### config.mk
export PLATFORM = sky130hd
export DESIGN_NAME = pc_fetch_flat
export DESIGN_NICKNAME = d
export VERILOG_FILES = /design/src/rtl/pc_fetch_pkg.sv /design/src/rtl/pc_fetch_if.sv /design/src/rtl/pc_next.sv /design/src/rtl/pc_fetch.sv /design/src/flat_wrapper.sv
export SDC_FILE = /design/constraint.sdc
export NUM_CORES = 1
export LEC_CHECK = 0
export CAP_MARGIN = 20
export CORE_MARGIN = 3
export CORE_UTILIZATION = 35
export DETAILED_ROUTE_END_ITERATION = 10
export DONT_BUFFER_PORTS = 1
export PLACE_DENSITY_LB_ADDON = 0.05
export SLEW_MARGIN = 20
export SYNTH_ARGS = -nofsm -noshare
export SYNTH_HDL_FRONTEND = slang
export SYNTH_HIERARCHICAL = 1
export SYNTH_SLANG_ARGS = --single-unit
### constraint.sdc
create_clock -name clk -period 5.76 [get_ports clk]
set_input_delay 0.288 -clock clk [delete_from_list [all_inputs] [get_ports clk]]
set_output_delay 0.288 -clock clk [all_outputs]
set_load 0.02 [all_outputs]
### src/rtl/pc_fetch_pkg.sv
// Shared types and constants for the instruction fetch unit.
// No logic of its own; imported by every fetch-unit file.
package pc_fetch_pkg;

  typedef enum logic [2:0] {
    ST_IDLE,
    ST_FETCH,
    ST_WAIT,
    ST_HOLD,
    ST_DISCARD
  } state_e;

  typedef enum logic [1:0] {
    PC_HOLD,
    PC_INC,
    PC_JUMP
  } pc_sel_e;

  localparam logic [31:0] NOP_INST             = 32'h0000_0013;
  localparam logic [31:0] PC_INC_STEP          = 32'd4;
  localparam logic [31:0] DEFAULT_RESET_VECTOR = 32'h0000_0000;

endpackage

### src/rtl/pc_fetch_if.sv
// Instruction-memory port: request/address out, response valid/data back.
// Memory accepts a request in any cycle imem_req is high; the response arrives one or more cycles later.
interface pc_fetch_if;
  logic        imem_req;
  logic [31:0] imem_addr;
  logic        imem_rvalid;
  logic [31:0] imem_rdata;

  modport master (
    output imem_req,
    output imem_addr,
    input  imem_rvalid,
    input  imem_rdata
  );

  modport slave (
    input  imem_req,
    input  imem_addr,
    output imem_rvalid,
    output imem_rdata
  );
endinterface

### src/rtl/pc_next.sv
// Combinational next-PC select: hold, sequential +4, or word-aligned redirect target.
// Zero latency, no backpressure.
module pc_next
  import pc_fetch_pkg::*;
(
  input  logic [31:0] pc,
  input  logic [31:0] jump_target,
  input  pc_sel_e     sel,
  output logic [31:0] pc_nxt
);

  always_comb begin
    pc_nxt = pc;
    case (sel)
      PC_INC:  pc_nxt = pc + PC_INC_STEP;
      PC_JUMP: pc_nxt = jump_target & 32'hFFFF_FFFC;
      default: pc_nxt = pc;
    endcase
  end

endmodule

### src/rtl/pc_fetch.sv
// Fetch unit: single outstanding request, response to output in the WAIT cycle (1 inst / 2 cycles best case).
// stall holds the outputs; one early response parks in a one-entry skid buffer; redirects flush in-flight work.
module pc_fetch
  import pc_fetch_pkg::*;
#(
  parameter logic [31:0] RESET_VECTOR = DEFAULT_RESET_VECTOR
) (
  input  logic              clk,
  input  logic              rst_n,
  pc_fetch_if.master        imem,
  input  logic              pc_jump,
  input  logic [31:0]       jump_target,
  input  logic              stall,
  output logic              inst_valid,
  output logic [31:0]       inst_out,
  output logic [31:0]       inst_pc,
  output logic              flush
);

  state_e      state_q, state_d;
  logic [31:0] pc_q, pc_d;
  logic        inst_valid_q, inst_valid_d;
  logic [31:0] inst_out_q, inst_out_d;
  logic [31:0] inst_pc_q, inst_pc_d;
  logic        flush_q, flush_d;
  logic        skid_vld_q, skid_vld_d;
  logic [31:0] skid_dat_q, skid_dat_d;
  logic [31:0] skid_pc_q, skid_pc_d;

  pc_sel_e     pc_sel;
  logic        redirect;
  logic        req;

  pc_next u_pc_next (
    .pc          (pc_q),
    .jump_target (jump_target),
    .sel         (pc_sel),
    .pc_nxt      (pc_d)
  );

  // A held live instruction under stall suppresses new requests.
  assign redirect = pc_jump && (state_q != ST_IDLE);
  assign req      = (state_q == ST_FETCH) && !(stall && inst_valid_q);

  always_comb begin
    state_d      = state_q;
    pc_sel       = PC_HOLD;
    inst_valid_d = inst_valid_q;
    inst_out_d   = inst_out_q;
    inst_pc_d    = inst_pc_q;
    flush_d      = redirect;
    skid_vld_d   = skid_vld_q;
    skid_dat_d   = skid_dat_q;
    skid_pc_d    = skid_pc_q;

    case (state_q)
      ST_IDLE: state_d = ST_FETCH;

      ST_FETCH: begin
        if (redirect)
          state_d = req ? ST_DISCARD : ST_FETCH;
        else if (req)
          state_d = ST_WAIT;
      end

      ST_WAIT: begin
        if (redirect) begin
          state_d = imem.imem_rvalid ? ST_FETCH : ST_DISCARD;
        end else if (imem.imem_rvalid) begin
          pc_sel = PC_INC;
          if (stall && inst_valid_q) begin
            skid_vld_d = 1'b1;
            skid_dat_d = imem.imem_rdata;
            skid_pc_d  = pc_q;
            state_d    = ST_HOLD;
          end else begin
            inst_valid_d = 1'b1;
            inst_out_d   = imem.imem_rdata;
            inst_pc_d    = pc_q;
            state_d      = ST_FETCH;
          end
        end
      end

      ST_HOLD: begin
        if (redirect) begin
          state_d = ST_FETCH;
        end else if (!stall) begin
          inst_valid_d = skid_vld_q;
          inst_out_d   = skid_dat_q;
          inst_pc_d    = skid_pc_q;
          skid_vld_d   = 1'b0;
          state_d      = ST_FETCH;
        end
      end

      // The response to the abandoned request is swallowed whether or not another redirect lands.
      ST_DISCARD: begin
        if (imem.imem_rvalid)
          state_d = ST_FETCH;
      end

      default: state_d = ST_IDLE;
    endcase

    if (redirect) begin
      pc_sel       = PC_JUMP;
      inst_valid_d = 1'b0;
      skid_vld_d   = 1'b0;
    end
  end

  always_ff @(posedge clk or negedge rst_n) begin
    if (!rst_n) begin
      state_q      <= ST_IDLE;
      pc_q         <= RESET_VECTOR;
      inst_valid_q <= 1'b0;
      inst_out_q   <= NOP_INST;
      inst_pc_q    <= 32'h0000_0000;
      flush_q      <= 1'b0;
      skid_vld_q   <= 1'b0;
      skid_dat_q   <= NOP_INST;
      skid_pc_q    <= 32'h0000_0000;
    end else begin
      state_q      <= state_d;
      pc_q         <= pc_d;
      inst_valid_q <= inst_valid_d;
      inst_out_q   <= inst_out_d;
      inst_pc_q    <= inst_pc_d;
      flush_q      <= flush_d;
      skid_vld_q   <= skid_vld_d;
      skid_dat_q   <= skid_dat_d;
      skid_pc_q    <= skid_pc_d;
    end
  end

  assign imem.imem_req  = req;
  assign imem.imem_addr = pc_q;
  assign inst_valid     = inst_valid_q;
  assign inst_out       = inst_out_q;
  assign inst_pc        = inst_pc_q;
  assign flush          = flush_q;

endmodule

### src/flat_wrapper.sv
// flat-port wrapper written by rule: the top's interface ports become plain ports
module pc_fetch_flat import pc_fetch_pkg::*;
#(
  parameter logic [31:0] RESET_VECTOR = DEFAULT_RESET_VECTOR
)
  (clk, rst_n, pc_jump, jump_target, stall, inst_valid, inst_out, inst_pc, flush, imem_imem_req, imem_imem_addr, imem_imem_rvalid, imem_imem_rdata);
  pc_fetch_if imem_i ();
  input  logic clk;
  input  logic rst_n;
  input  logic pc_jump;
  input  logic [31:0] jump_target;
  input  logic stall;
  output logic inst_valid;
  output logic [31:0] inst_out;
  output logic [31:0] inst_pc;
  output logic flush;
  output wire logic [$bits(imem_i.imem_req)-1:0] imem_imem_req;
  output wire logic [$bits(imem_i.imem_addr)-1:0] imem_imem_addr;
  input wire logic [$bits(imem_i.imem_rvalid)-1:0] imem_imem_rvalid;
  input wire logic [$bits(imem_i.imem_rdata)-1:0] imem_imem_rdata;
  assign imem_imem_req = imem_i.imem_req;
  assign imem_imem_addr = imem_i.imem_addr;
  assign imem_i.imem_rvalid = imem_imem_rvalid;
  assign imem_i.imem_rdata = imem_imem_rdata;
  pc_fetch #(.RESET_VECTOR(RESET_VECTOR)) u_core (.clk(clk), .rst_n(rst_n), .imem(imem_i), .pc_jump(pc_jump), .jump_target(jump_target), .stall(stall), .inst_valid(inst_valid), .inst_out(inst_out), .inst_pc(inst_pc), .flush(flush));
endmodule
# == After elaboration in Yosys (flattened, before gate mapping) ==
# Cells that the tools add are included.
# word_totals
regBits,166
output_inout_bits,99
# classes
eq_ne,17
add_sub_neg,1
n_mux,37
n_bitwise,1
n_reduce_logical,14
# ops
cell,n
2-to-1 mux 32 bit,10
one-hot mux 32 bit (2 select lines),3
"adder 32 x 3 -> 32 bit, second input constant",1
2-to-1 mux 3 bit,9
AND reduction 4 bit,4
one-hot mux 3 bit (5 select lines),1
"!= test 2 bit, second input constant",6
2-to-1 mux 1 bit,9
"!= test 3 x 2 -> 1 bit, second input constant",3
"equality test 3 x 2 -> 1 bit, second input constant",2
2-to-1 mux 2 bit,3
"!= test 3 x 1 -> 1 bit, second input constant",2
AND reduction 6 bit,1
nonzero test 3 bit,2
one-hot mux 1 bit (2 select lines),2
nonzero test 2 bit,2
"equality test 3 x 1 -> 1 bit, second input constant",1
"equality test 3 bit, second input constant",1
logical AND 1 bit,3
logical NOT 3 bit,1
"equality test 2 x 1 -> 1 bit, second input constant",1
"equality test 2 bit, second input constant",1
logical NOT 1 bit,1
inverter 1 bit,1

# == Longest topological paths before layout ==
# Gate-level depths: netlist (run 1).
# logic_depth
word_depth,6
ltp_mapped,10
depth_no_buf,8

# == By module ==
# Netlist (run 1), hierarchy kept.
# by_module_without_submodules
module,cells_each,n_inst,area_each_um2
pc_fetch,421,1,6760.2
pc_next,210,1,1268.7

# == Worst setup path before layout (run 1) ==
# Ideal clock, no wire load.
# synth_timing
kind,flip-flop to flip-flop
from,register u_core.state_q[2]
to,register u_core.pc_q[10] (netlist: u_core/imem.imem_addr[10])
arrival_time_ps,2282
slack_ps,3344
path_stages_with_launch,10
required_time_ps,5625
setup_ps,135
synth_period_minus_slack_ps,2416
path_cell_list,dfrtp_1 buf_2 nand2b_4 nor3_1 inv_1 ha_1 clkbuf_1 clkbuf_1 buf_1 o22ai_1
# synth_via
elab_chain_cells,5
elab_cells_between_ends,9
classes_between,eq/ne (3); mux (3); reduce/logical (3)
# synth_lines
item,line,source
start: declaration,pc_fetch.sv:20,"state_e state_q, state_d;"
start signal: assignment,pc_fetch.sv:125,state_q <= state_d;
equality test 3 x 2 -> 1 bit or nonzero test 3 bit (tied branches),"pc_fetch.sv:56, pc_fetch.sv:42",
2-to-1 mux 2 bit or logical AND 1 bit (tied branches),"pc_fetch.sv:56, pc_fetch.sv:42",
2-to-1 mux 2 bit (*),pc_fetch.sv:106,if (redirect) begin
via u_core.pc_sel[0],pc_fetch.sv:30,pc_sel_e pc_sel;
equality test 2 bit or equality test 2 x 1 -> 1 bit (tied branches),pc_next.sv:14,case (sel)
one-hot mux 32 bit (2 select lines) (*),pc_next.sv:14,
via u_core.pc_d[10],pc_fetch.sv:21,"logic [31:0] pc_q, pc_d;"
end signal: assignment,pc_fetch.sv:126,pc_q <= pc_d;
end: declaration,pc_fetch.sv:21,
# The timed path passes the listed nets; every way through them passes the cells marked *.
# A chain may end at the register's enable or synchronous reset.

# == Worst setup path in the final report (run 1) ==
# layout_timing
from,register u_core.state_q[0]
to,register u_core.pc_q[22] (netlist: u_core/imem.imem_addr[22])
# Same word-level chain as after synthesis.

==> results.md, run 1 <==
- Status: complete, no violations
- Achievable frequency: 323 MHz
- CP startpoint kind: flip-flop
- Max_slew headroom: roughly a third
- Routed vias: between 5000 and 6000
- Syn_nets: ~700
- Worst min path class: input pin to flip-flop
- Clk Latency, worst-skew pair: 0.42 ns
- Tmin final: a little over 3 ns
- Gpl congestion: 0.772
- Max incr delay on CP: roughly 0.51 ns
- Starting density of the core: 36.2%
- Ys Warns: 6
- MaxCap Viol Count: 0
- Synth Cell Area: approximately 8000 um2
- CP most frequent cell: buf_4
- Total routed wirelength: approximately 20 mm
- GRT overflow: 0
- Sink Count: roughly 170
- Die ar.: approximately 25000 um2
- ANT nets after route: 0
- Commonest non-fill, non-tap cell in the layout: dfrtp_1
- Share of layout cells above drive strength 1: between 20% and 30%
- Final worst setup slack: 2.66 ns
- HPWL Detailed: ~13 mm
- Critical Path RT: 6.06 ns
- Ports: around 170
- CTS max path bufs: 2
- Max Slew Vio Count: 0
- Post-CTS resize count: 0
- Number of global-route vias before repair: roughly 5500
- Pwr dens: a little under 500 nW/um2
- Post-route core utilization: a little over two fifths
- H-tree Lvls: 4
- P_leak: 0.00419 uW
- Fill count: 2053
- Setup bufs post-CTS: 0
- Yosys reg bits: 166
- 1st-pass router iterations: 4
- Core area: about 22000 um2
- Final worst-path cycle share: a little over half
- First-pass GRT wire length: between 30 and 40 mm
- Post-synth top flop: dfrtp_1
- Die X: roughly 160 um
- Final Hold Viols: 0
- Die height: 157 um
- Worst-margin pin slew: about 1 ns
- Antenna cells: 0
- Most frequent cells in the layout: 160 x dfrtp_1, 140 x mux2_2, 55 x mux2_1, 44 x dlygate4sd3_1, 25 x nand2_1
- End of the worst register-to-register path: u_core/imem.imem_addr[22]
- GRT Resource Usage Total: between 10% and 20%
- Post-synthesis cell count: around 630
- Hold path depth: 2
- Row count: 54
- Worst-path fanout max: 55
- Area Overhead vs Synth: 15.1%
- Register area share after synthesis: around half
- Worst-path cell chain: nand2b_1 > nor3_1 > inv_1 > ha_2 > buf_4 > nor2b_1 > buf_4 > a22o_1 > a311o_1
- Critical path arrival: 3.39 ns
- Layout Nets: ~740
- Setup TNS: 0 ns
- Hold endpoint: u_core/imem.imem_addr[23]
- Largest net degree at the start of global routing: about 170
- RSZ-0062 raised after global routing: false
- # setup viols final: 0
- Post-synth EDFFs: 0
- Worst reg2reg setup slack: 2.66 ns
- Worst slack, placed: between 2 and 3 ns
- # DRC: 0
- VDD IR-drop max: around 0.23 mV
- PortBufs: 0
- Fin Clk Skew: between 0.008 and 0.009 ns
- Post-synth ARST share: between 90% and 100%
- DR iter-0 viols: ~270
- Initial antenna violation count: 0
- FF-to-FF Start: u_core/state_q[0]
- Clock root cell: clkbuf_16
- R2R cell count: 9
- Beginning of the worst hold path: jump_target[23]
- Unique masters post-synth: 56
- Crit Path Class: flip-flop to flip-flop
- CTS tree: done
- Number of vias per cell: 5.35
- Syn avg cell area: approximately 13 um2
- Drt wl/cell: about 21 um
- Post-CTS Hold Buffers: 45
- Clk slew on worst S/H paths: around 0.06 ns
- Critical-path top delay cell: dfrtp_1
- Worst setup EP type: flip-flop
- TritonCTS Buffers: 17
- Worst Setup SP: u_core/state_q[0]
[worst max path at each step]
stage	cells past startpoint	endpoint
floorplan	9	u_core/imem.imem_addr[10]
global placement	9	u_core/imem.imem_addr[22]
detailed placement	9	u_core/imem.imem_addr[22]
CTS	9	u_core/imem.imem_addr[22]
global route	9	u_core/imem.imem_addr[22]
finish	9	u_core/imem.imem_addr[22]
[logic make-up after synthesis]
| group | after synthesis | share of synthesized area, % |
|---|---|---|
| multiplexers | 209 | 29.1 |
| adder cells (fa/ha/maj) | 3 | 0.468 |
| AO/OA/AOI/OAI | 83 | 7.08 |
| buffers and inverters | 58 | 3.74 |
| AND/OR/NAND/NOR | 112 | 7.79 |
| flip-flops | 166 | 51.8 |
[flip-flops by register name (all words and copies together) (netlist names)]
register	cells
u_core/imem.imem_addr	32
u_core/skid_pc_q	32
u_core/inst_pc	32
u_core/inst_valid	1
u_core/skid_dat_q	32
u_core/inst_out	32
u_core/flush	1
u_core/state_q	3
u_core/skid_vld_q	1
[Yosys cell counts (2+ instances only)]
library cell  count  area [um2]
a21oi_1          12        60.1
nand2_1          25        93.8
nand2b_1          2        12.5
ha_1              3        37.5
and3_1            2        12.5
and4_1            4        35.0
o31a_1            7        61.3
nor4_4            2        42.5
buf_6             6        67.6
o211ai_1          2        15.0
nand3_1          17        85.1
a32oi_1           3        26.3
a31oi_1           3        18.8
nor4b_1           2        17.5
mux2_2          140        1580
inv_1            18        67.6
o21ai_0           4        20.0
buf_2            11        55.1
or2_2             3        18.8
mux2i_1          14         140
a22o_1            2        17.5
a22oi_1          16         120
nor4_1            5        31.3
buf_4             6        45.0
dfstp_2           6         158
a222oi_1          3        30.0
and2_1            2        12.5
nor3_1            8        40.0
nor2b_1           3        18.8
o21ai_1          12        60.1
nand4_1           5        31.3
o22ai_1           8        50.1
dfrtp_1         160        4000
o21a_1            3        22.5
nor2_1           23        86.3
a21o_1            2        15.0
clkbuf_1         14        52.6
mux2_1           55         619
[cell type report]
type,count,area (um2),share of cell area [%]
flip-flops and latches,166,4160,45.0
clock buffers,20,447,4.83
multi-input cells,407,3580,38.7
inverters,19,71.3,0.771
well taps,280,350,3.79
repair buffers,52,520,5.63
clock inverters,12,119,1.29
[stage by stage]
stage / cell area [um2] / std cells / hold slack [ns] / power (uW)
after CTS: 9250 / 956 / 0.00332 / 4680
final: 9250 / 956 / 0.0274 / 4590
after detailed placement: 8210 / 879 / 0.00000663 / 3490
after floorplan: 8030 / 631 / -0.00759 / 3150
after global placement: 8210 / 879 / -0.00191 / 3440
after global routing: 9250 / 956 / 0.0159 / 4910
[power breakdown]
group	internal (uW)	switching (uW)
combinational	589	483
clock	616	485
sequential	1550	871
[routing by layer]
| metal | vias to the layer above | track usage (%) | share of wire, % |
|---|---|---|---|
| met1 | 2599 | 21.3 | 44 |
| met2 | 127 | 26.5 | 48 |
| met4 | 0 | 4.34 | 0.88 |
| li1 | 2382 | - | - |
| met5 | - | 0 | 0 |
| met3 | 10 | 5.88 | 7.7 |
[critical path: cells and delay by family (launching register included)]
kind            cells  cell delay [ns]
compound gates      2             0.56
fa+ha+maj           1             0.40
buf+inv             3             0.81
flops               1             0.51
simple gates        3             0.65
(Power assumes the default switching activity.)
==> run 2: changes to the inputs <==
- clock period: 5.76 -> 3.1 ns (I/O delays scaled with it)
==> run 2 against run 1 <==
The flow now finishes with violations (hold timing). Setup slack got worse by 2.2 ns. Non-clock buffer count rose by 23. Wire length fell by 0.64%. Fmax rose by 19%. Global-route usage fell by 0.17 points. Count of clock-buffer cells in the layout did not move. Power rose by 90%.
==> results.md, run 2 (synthesis gave the netlist of run 1 again) <==
- Worst min path class: input pin to asynchronous set/reset pin
- MaxCap Viol Count: 0 (unchanged)
- Combinational share of power: 22.9% (-0.4 points)
- Layout Nets: 758 (+3.1%)
- Area Overhead vs Synth: 18.2%
- Die ar.: 24800 um2 (unchanged)
- Post-route core utilization: 42.8% (+1.1 points)
- Worst setup EP type: flip-flop
- HPWL Detailed: 12.9 mm (+2.8%)
- Antenna cells: 0 (unchanged)
- CTS max path bufs: 2 (unchanged)
- Number of vias per cell: 5.39 (+0.65%)
- PortBufs: 0 (unchanged)
- Worst slack, placed: 0.520 ns (-2.15 ns)
- Pwr dens: 919 nW/um2 (+85%)
- Share of layout cells above drive strength 1: 28.8% (-0.24 points)
- Most frequent cells in the layout: 160 x dfrtp_1, 140 x mux2_2, 62 x dlygate4sd3_1, 55 x mux2_1, 25 x nand2_1
- # DRC: 0 (unchanged)
- Tmin final: 2.60 ns (-0.500 ns)
- Max_slew headroom: 61.1% (+26 points)
- Largest net degree at the start of global routing: 167 (unchanged)
- GRT overflow: 0 (unchanged)
- Final worst-path cycle share: 83.7% (+30 points)
- Status: complete, but fails checks
- # setup viols final: 0 (unchanged)
- Critical Path RT: 3.40 ns (-2.66 ns)
- Worst-path fanout max: 19 (-65%)
- RSZ-0062 raised after global routing: false
- Worst reg2reg setup slack: 0.50 ns (-2.16 ns)
- Net load switching power: 3410 uW (+85%)
- DP Area: 8260 um2 (+0.55%)
- P_leak: 0.00431 uW (+2.8%)
- Finished Cell Area: 9490 um2 (+2.7%)
- First-pass GRT wire length: 31.6 mm (-0.48%)
- Die X: 157 um (unchanged)
- Initial antenna violation count: 0 (unchanged)
- CTS tree: done
- Clk slew on worst S/H paths: 0.07 ns (about the same)
- Setup TNS: 0 ns (unchanged)
- Sink Count: 166 (unchanged)
- Final Hold Viols: 166 (+166)
- DR iter-0 viols: 328 (+21%)
- Fin Clk Skew: 0.0124 ns (+0.00400 ns)
- Die height: 157 um (unchanged)
- Post-CTS Hold Buffers: 62 (+38%)
- VDD IR-drop max: 0.326 mV (+41%)
- Max Slew Vio Count: 0 (unchanged)
- Critical path arrival: 2.90 ns (-0.49 ns)
- Internal power: 5320 uW (+93%)
- Routed vias: 5275 (+3.1%)
- 1st-pass router iterations: 4 (unchanged)
- Starting density of the core: 36.2% (unchanged)
- Failing checks: hold timing
- GRT Resource Usage Total: 16.3% (-0.17 points)
- Clock power frac: 25.5% (+1.5 points)
- Worst-margin pin slew: 0.583 ns (-0.390 ns)
- Final worst setup slack: 0.505 ns (-2.16 ns)
- Switching Share: 39.0% (-1.0 points)
- Gpl congestion: 0.763 (-1.2%)
- Flop pwr share: 51.5% (-1.2 points)
- Total routed wirelength: 19.7 mm (-0.64%)
- Number of global-route vias before repair: 5507 (-0.54%)
- Commonest non-fill, non-tap cell in the layout: dfrtp_1
- H-tree Lvls: 4 (unchanged)
- Row count: 54 (unchanged)
- Post-CTS resize count: 0 (unchanged)
- Clk Latency, worst-skew pair: 0.43 ns (about the same)
- TritonCTS Buffers: 17 (unchanged)
- R2R cell count: 8 (-1)
- ANT nets after route: 0 (unchanged)
- CP startpoint kind: flip-flop
- Crit Path Class: flip-flop to flip-flop
- Ports: 168 (unchanged)
- Final hold slack: -0.582 ns (-0.609 ns)
- Drt wl/cell: 20.2 um (-3.0%)
- Clock root cell: clkbuf_16
- Achievable frequency: 385 MHz (+19%)
- Setup bufs post-CTS: 0 (unchanged)
- Core area: 22200 um2 (unchanged)
-- run 2: layout make-up --
type,count,area [um2]
inverter,19,71.3
sequential,166,4160
fill,2075,12700
clock buffer,20,447
tap,280,350
clock inverter,12,166
multi-input combinational,407,3580
timing repair buffer,75,718
-- run 2: stage by stage --
step	power, uW	instances
6_report	8730	979
3_5_place_dp	6500	885
4_1_cts	8860	979
5_1_grt	9300	979
3_3_place_gp	6420	885
2_1_floorplan	5860	631
-- run 2: worst paths after layout --
| path | from | to |
|---|---|---|
| min reg2reg | u_core/skid_dat_q[8] | u_core/skid_dat_q[8] |
| max | u_core/state_q[0] | u_core/imem.imem_addr[22] |
| min | rst_n | u_core/skid_pc_q[15] |
| max in group asynchronous | rst_n | u_core/inst_out[1] |
| min in group clk | stall | u_core/state_q[0] |
| max reg2reg | u_core/state_q[0] | u_core/imem.imem_addr[22] |
-- run 2: worst max-delay path: stages (launching register included) --
cell      delay, ns
dfrtp_1        0.50
nand2b_1       0.28
nor3_1         0.24
inv_1          0.08
ha_2           0.50
nor2b_1        0.08
buf_4          0.22
a22o_1         0.25
a311o_1        0.31
-- run 2: routing by layer --
metal | vias up | wire, um | global-route usage (%)
met3 | 18 | 1610 | 5.36
met1 | 2674 | 8770 | 22.1
met2 | 166 | 9080 | 24.9
met4 | 0 | 269 | 5.08
met5 | - | 0 | 0
li1 | 2417 | - | -
-- run 2: power by group through the flow --
| stage | registers, uW | clock network [uW] | logic, uW |
|---|---|---|---|
| 3_5_place_dp | 4570 | 0 | 1940 |
| 4_1_cts | 4530 | 2310 | 2020 |
| 6_report | 4500 | 2230 | 2000 |
| 3_3_place_gp | 4540 | 0 | 1870 |
| 5_1_grt | 4650 | 2400 | 2240 |
| 2_1_floorplan | 4160 | 0 | 1690 |
==> run 3: changes to the inputs <==
- clock period: 3.1 -> 2.25 ns (I/O delays scaled with it)
==> run 3 against run 2 <==
The flow still finishes with violations (hold timing). Largest power group unchanged. Critical path depth did not move. Global-route usage up 0.31 points. Non-clock buffer count increased by 42. Count of clock-buffer cells in the layout stayed put. First-iteration DRC count fell by 0.30%. Clock power is 28% higher. Die area unchanged. Largest cell class unchanged. Critical endpoint is now u_core/imem.imem_addr[30]. Final area grew 3.7%.
==> results.md, run 3 (synthesis gave the netlist of run 1 again) <==
- # DRC: 0 (unchanged)
- Tmin final: 2.11 ns (-0.482 ns)
- Ports: 168 (unchanged)
- Worst min path class: input pin to asynchronous set/reset pin
- Critical path arrival: 2.46 ns (-0.44 ns)
- Combinational share of power: 32.6% (+9.7 points)
- ANT nets after route: 0 (unchanged)
- Post-CTS Hold Buffers: 65 (+4.8%)
- VDD IR-drop max: 0.464 mV (+43%)
- Worst slack, placed: 0.0889 ns (-0.431 ns)
- Final worst-path cycle share: 93.9% (+10 points)
- First-pass GRT wire length: 32.5 mm (+2.8%)
- CP startpoint kind: flip-flop
- Sink Count: 166 (unchanged)
- Number of vias per cell: 5.36 (-0.53%)
- GRT Resource Usage Total: 16.6% (+0.31 points)
- Status: complete, but fails checks
- Critical Path RT: 2.60 ns (-0.80 ns)
- Crit Path Class: flip-flop to flip-flop
- Initial antenna violation count: 0 (unchanged)
- Post-route core utilization: 44.4% (+1.6 points)
- Worst-path fanout max: 11 (-8)
- Number of global-route vias before repair: 5773 (+4.8%)
- HPWL Detailed: 13.4 mm (+4.0%)
- Drt wl/cell: 19.9 um (-1.1%)
- Final worst setup slack: 0.137 ns (-0.368 ns)
- Core area: 22200 um2 (unchanged)
- Worst-margin pin slew: 0.480 ns (-0.103 ns)
- Fill count: 2087 (+0.58%)
- Row count: 54 (unchanged)
- Total power: 12400 uW (+42%)
- # setup viols final: 0 (unchanged)
- CTS max path bufs: 2 (unchanged)
- Commonest non-fill, non-tap cell in the layout: dfrtp_1
- Die ar.: 24800 um2 (unchanged)
- Worst setup EP type: flip-flop
- CTS tree: done
- Clock power frac: 23.1% (-2.4 points)
- Die height: 157 um (unchanged)
- Gpl congestion: 0.821 (+7.6%)
- Max_slew headroom: 67.9% (+6.8 points)
- Net load switching power: 4820 uW (+42%)
- Share of layout cells above drive strength 1: 32.5% (+3.8 points)
- Setup bufs post-CTS: 0 (unchanged)
- PortBufs: 0 (unchanged)
- Layout Nets: 800 (+5.5%)
- P_leak: 0.00452 uW (+4.8%)
- Internal power: 7550 uW (+42%)
- Achievable frequency: 473 MHz (+23%)
- MaxCap Viol Count: 0 (unchanged)
- Area Overhead vs Synth: 22.6%
- Total routed wirelength: 20.4 mm (+3.2%)
- Antenna cells: 0 (unchanged)
- H-tree Lvls: 4 (unchanged)
- Clk slew on worst S/H paths: 0.07 ns (about the same)
- Flop pwr share: 44.3% (-7.2 points)
- DR iter-0 viols: 327 (-0.30%)
- Final Hold Viols: 166 (unchanged)
- Pwr dens: 1260 nW/um2 (+37%)
- Failing checks: hold timing
- Fin Clk Skew: 0.0127 ns (+0.000263 ns)
- Starting density of the core: 36.2% (unchanged)
- GRT overflow: 0 (unchanged)
- 1st-pass router iterations: 5 (+1)
- TritonCTS Buffers: 17 (unchanged)
- Max Slew Vio Count: 0 (unchanged)
- Switching Share: 39.0% (-0.054 points)
- Routed vias: 5472 (+3.7%)
- Die X: 157 um (unchanged)
- Clock root cell: clkbuf_16
- Final hold slack: -0.618 ns (-0.0363 ns)
- Largest net degree at the start of global routing: 167 (unchanged)
- Clk Latency, worst-skew pair: 0.42 ns (about the same)
- Most frequent cells in the layout: 160 x dfrtp_1, 140 x mux2_2, 65 x dlygate4sd3_1, 55 x mux2_1, 46 x buf_4
[run 3: cell types whose count changed in the layout (fill, tap and decap cells not counted), moves of 2 or more]
cell / previous run / this run
clkinv_4: 3 / 0
dlygate4sd3_1: 62 / 65
buf_12: 0 / 6
clkinvlp_4: 1 / 3
inv_6: 3 / 5
buf_4: 13 / 46
bufinv_16: 3 / 1
[run 3: critical path: stages, from the launching register on]
cell and delay, ns:
dfrtp_1 0.41, nand2b_4 0.16, nor3_2 0.19, inv_1 0.07
ha_2 0.31, buf_12 0.15, nand2b_1 0.15, or4_1 0.52
nand3_1 0.09
[run 3: per-stage QoR]
step / setup TNS (ns) / area [um2] / std cells / hold slack (ns)
2_1_floorplan: 0 / 8030 / 631 / -0.183
3_3_place_gp: 0 / 8620 / 924 / -0.176
3_5_place_dp: 0 / 8620 / 924 / -0.175
4_1_cts: 0 / 9840 / 1021 / -0.640
5_1_grt: -0.00290 / 9840 / 1021 / -0.652
6_report: 0 / 9840 / 1021 / -0.618
[run 3: repair_timing]
action	in CTS	in global routing
gates resized for setup	0	1
endpoints found under the setup margin	0	17
hold endpoints to repair	266	166
[run 3: final timing paths]
kind	cells past startpoint	startpoint	end	slack [ns]
min in group clk	3	pc_jump	u_core/state_q[0]	0.03
max in group asynchronous	0	rst_n	u_core/inst_out[1]	2.41
worst min-delay path	0	rst_n	u_core/inst_pc[18]	-0.62
worst max register to register	8	u_core/state_q[2]	u_core/imem.imem_addr[30]	0.14
worst min register to register	1	u_core/skid_pc_q[10]	u_core/skid_pc_q[10]	0.48
worst max-delay path	8	u_core/state_q[2]	u_core/imem.imem_addr[30]	0.14
[run 3: power groups by stage]
stage          Combinational, uW  Clock [uW]  Sequential, uW
6_report                    4030        2860            5480
4_1_cts                     4070        2970            5520
3_5_place_dp                3940           0            5560
5_1_grt                     4420        3090            5630
3_3_place_gp                3830           0            5540
2_1_floorplan               2340           0            5740
[run 3: routing by layer]
layer	global-route usage (%)	part of all wire, %	vias up
li1	-	-	2515
met1	22.6	46	2777
met2	26.1	47	163
met3	4.78	7.0	17
met4	4.55	0.84	0
met5	0	0	-
[run 3: area by class of cell]
cell class,count,area (um2),share of cell area [%]
Timing Repair Buffer,117,1120,11.3
Sequential cell,166,4160,42.3
Clock inverter,12,118,1.19
Inverter,19,71.3,0.724
Multi-Input combinational cell,407,3580,36.4
Tap cell,280,350,3.56
Clock buffer,20,447,4.54
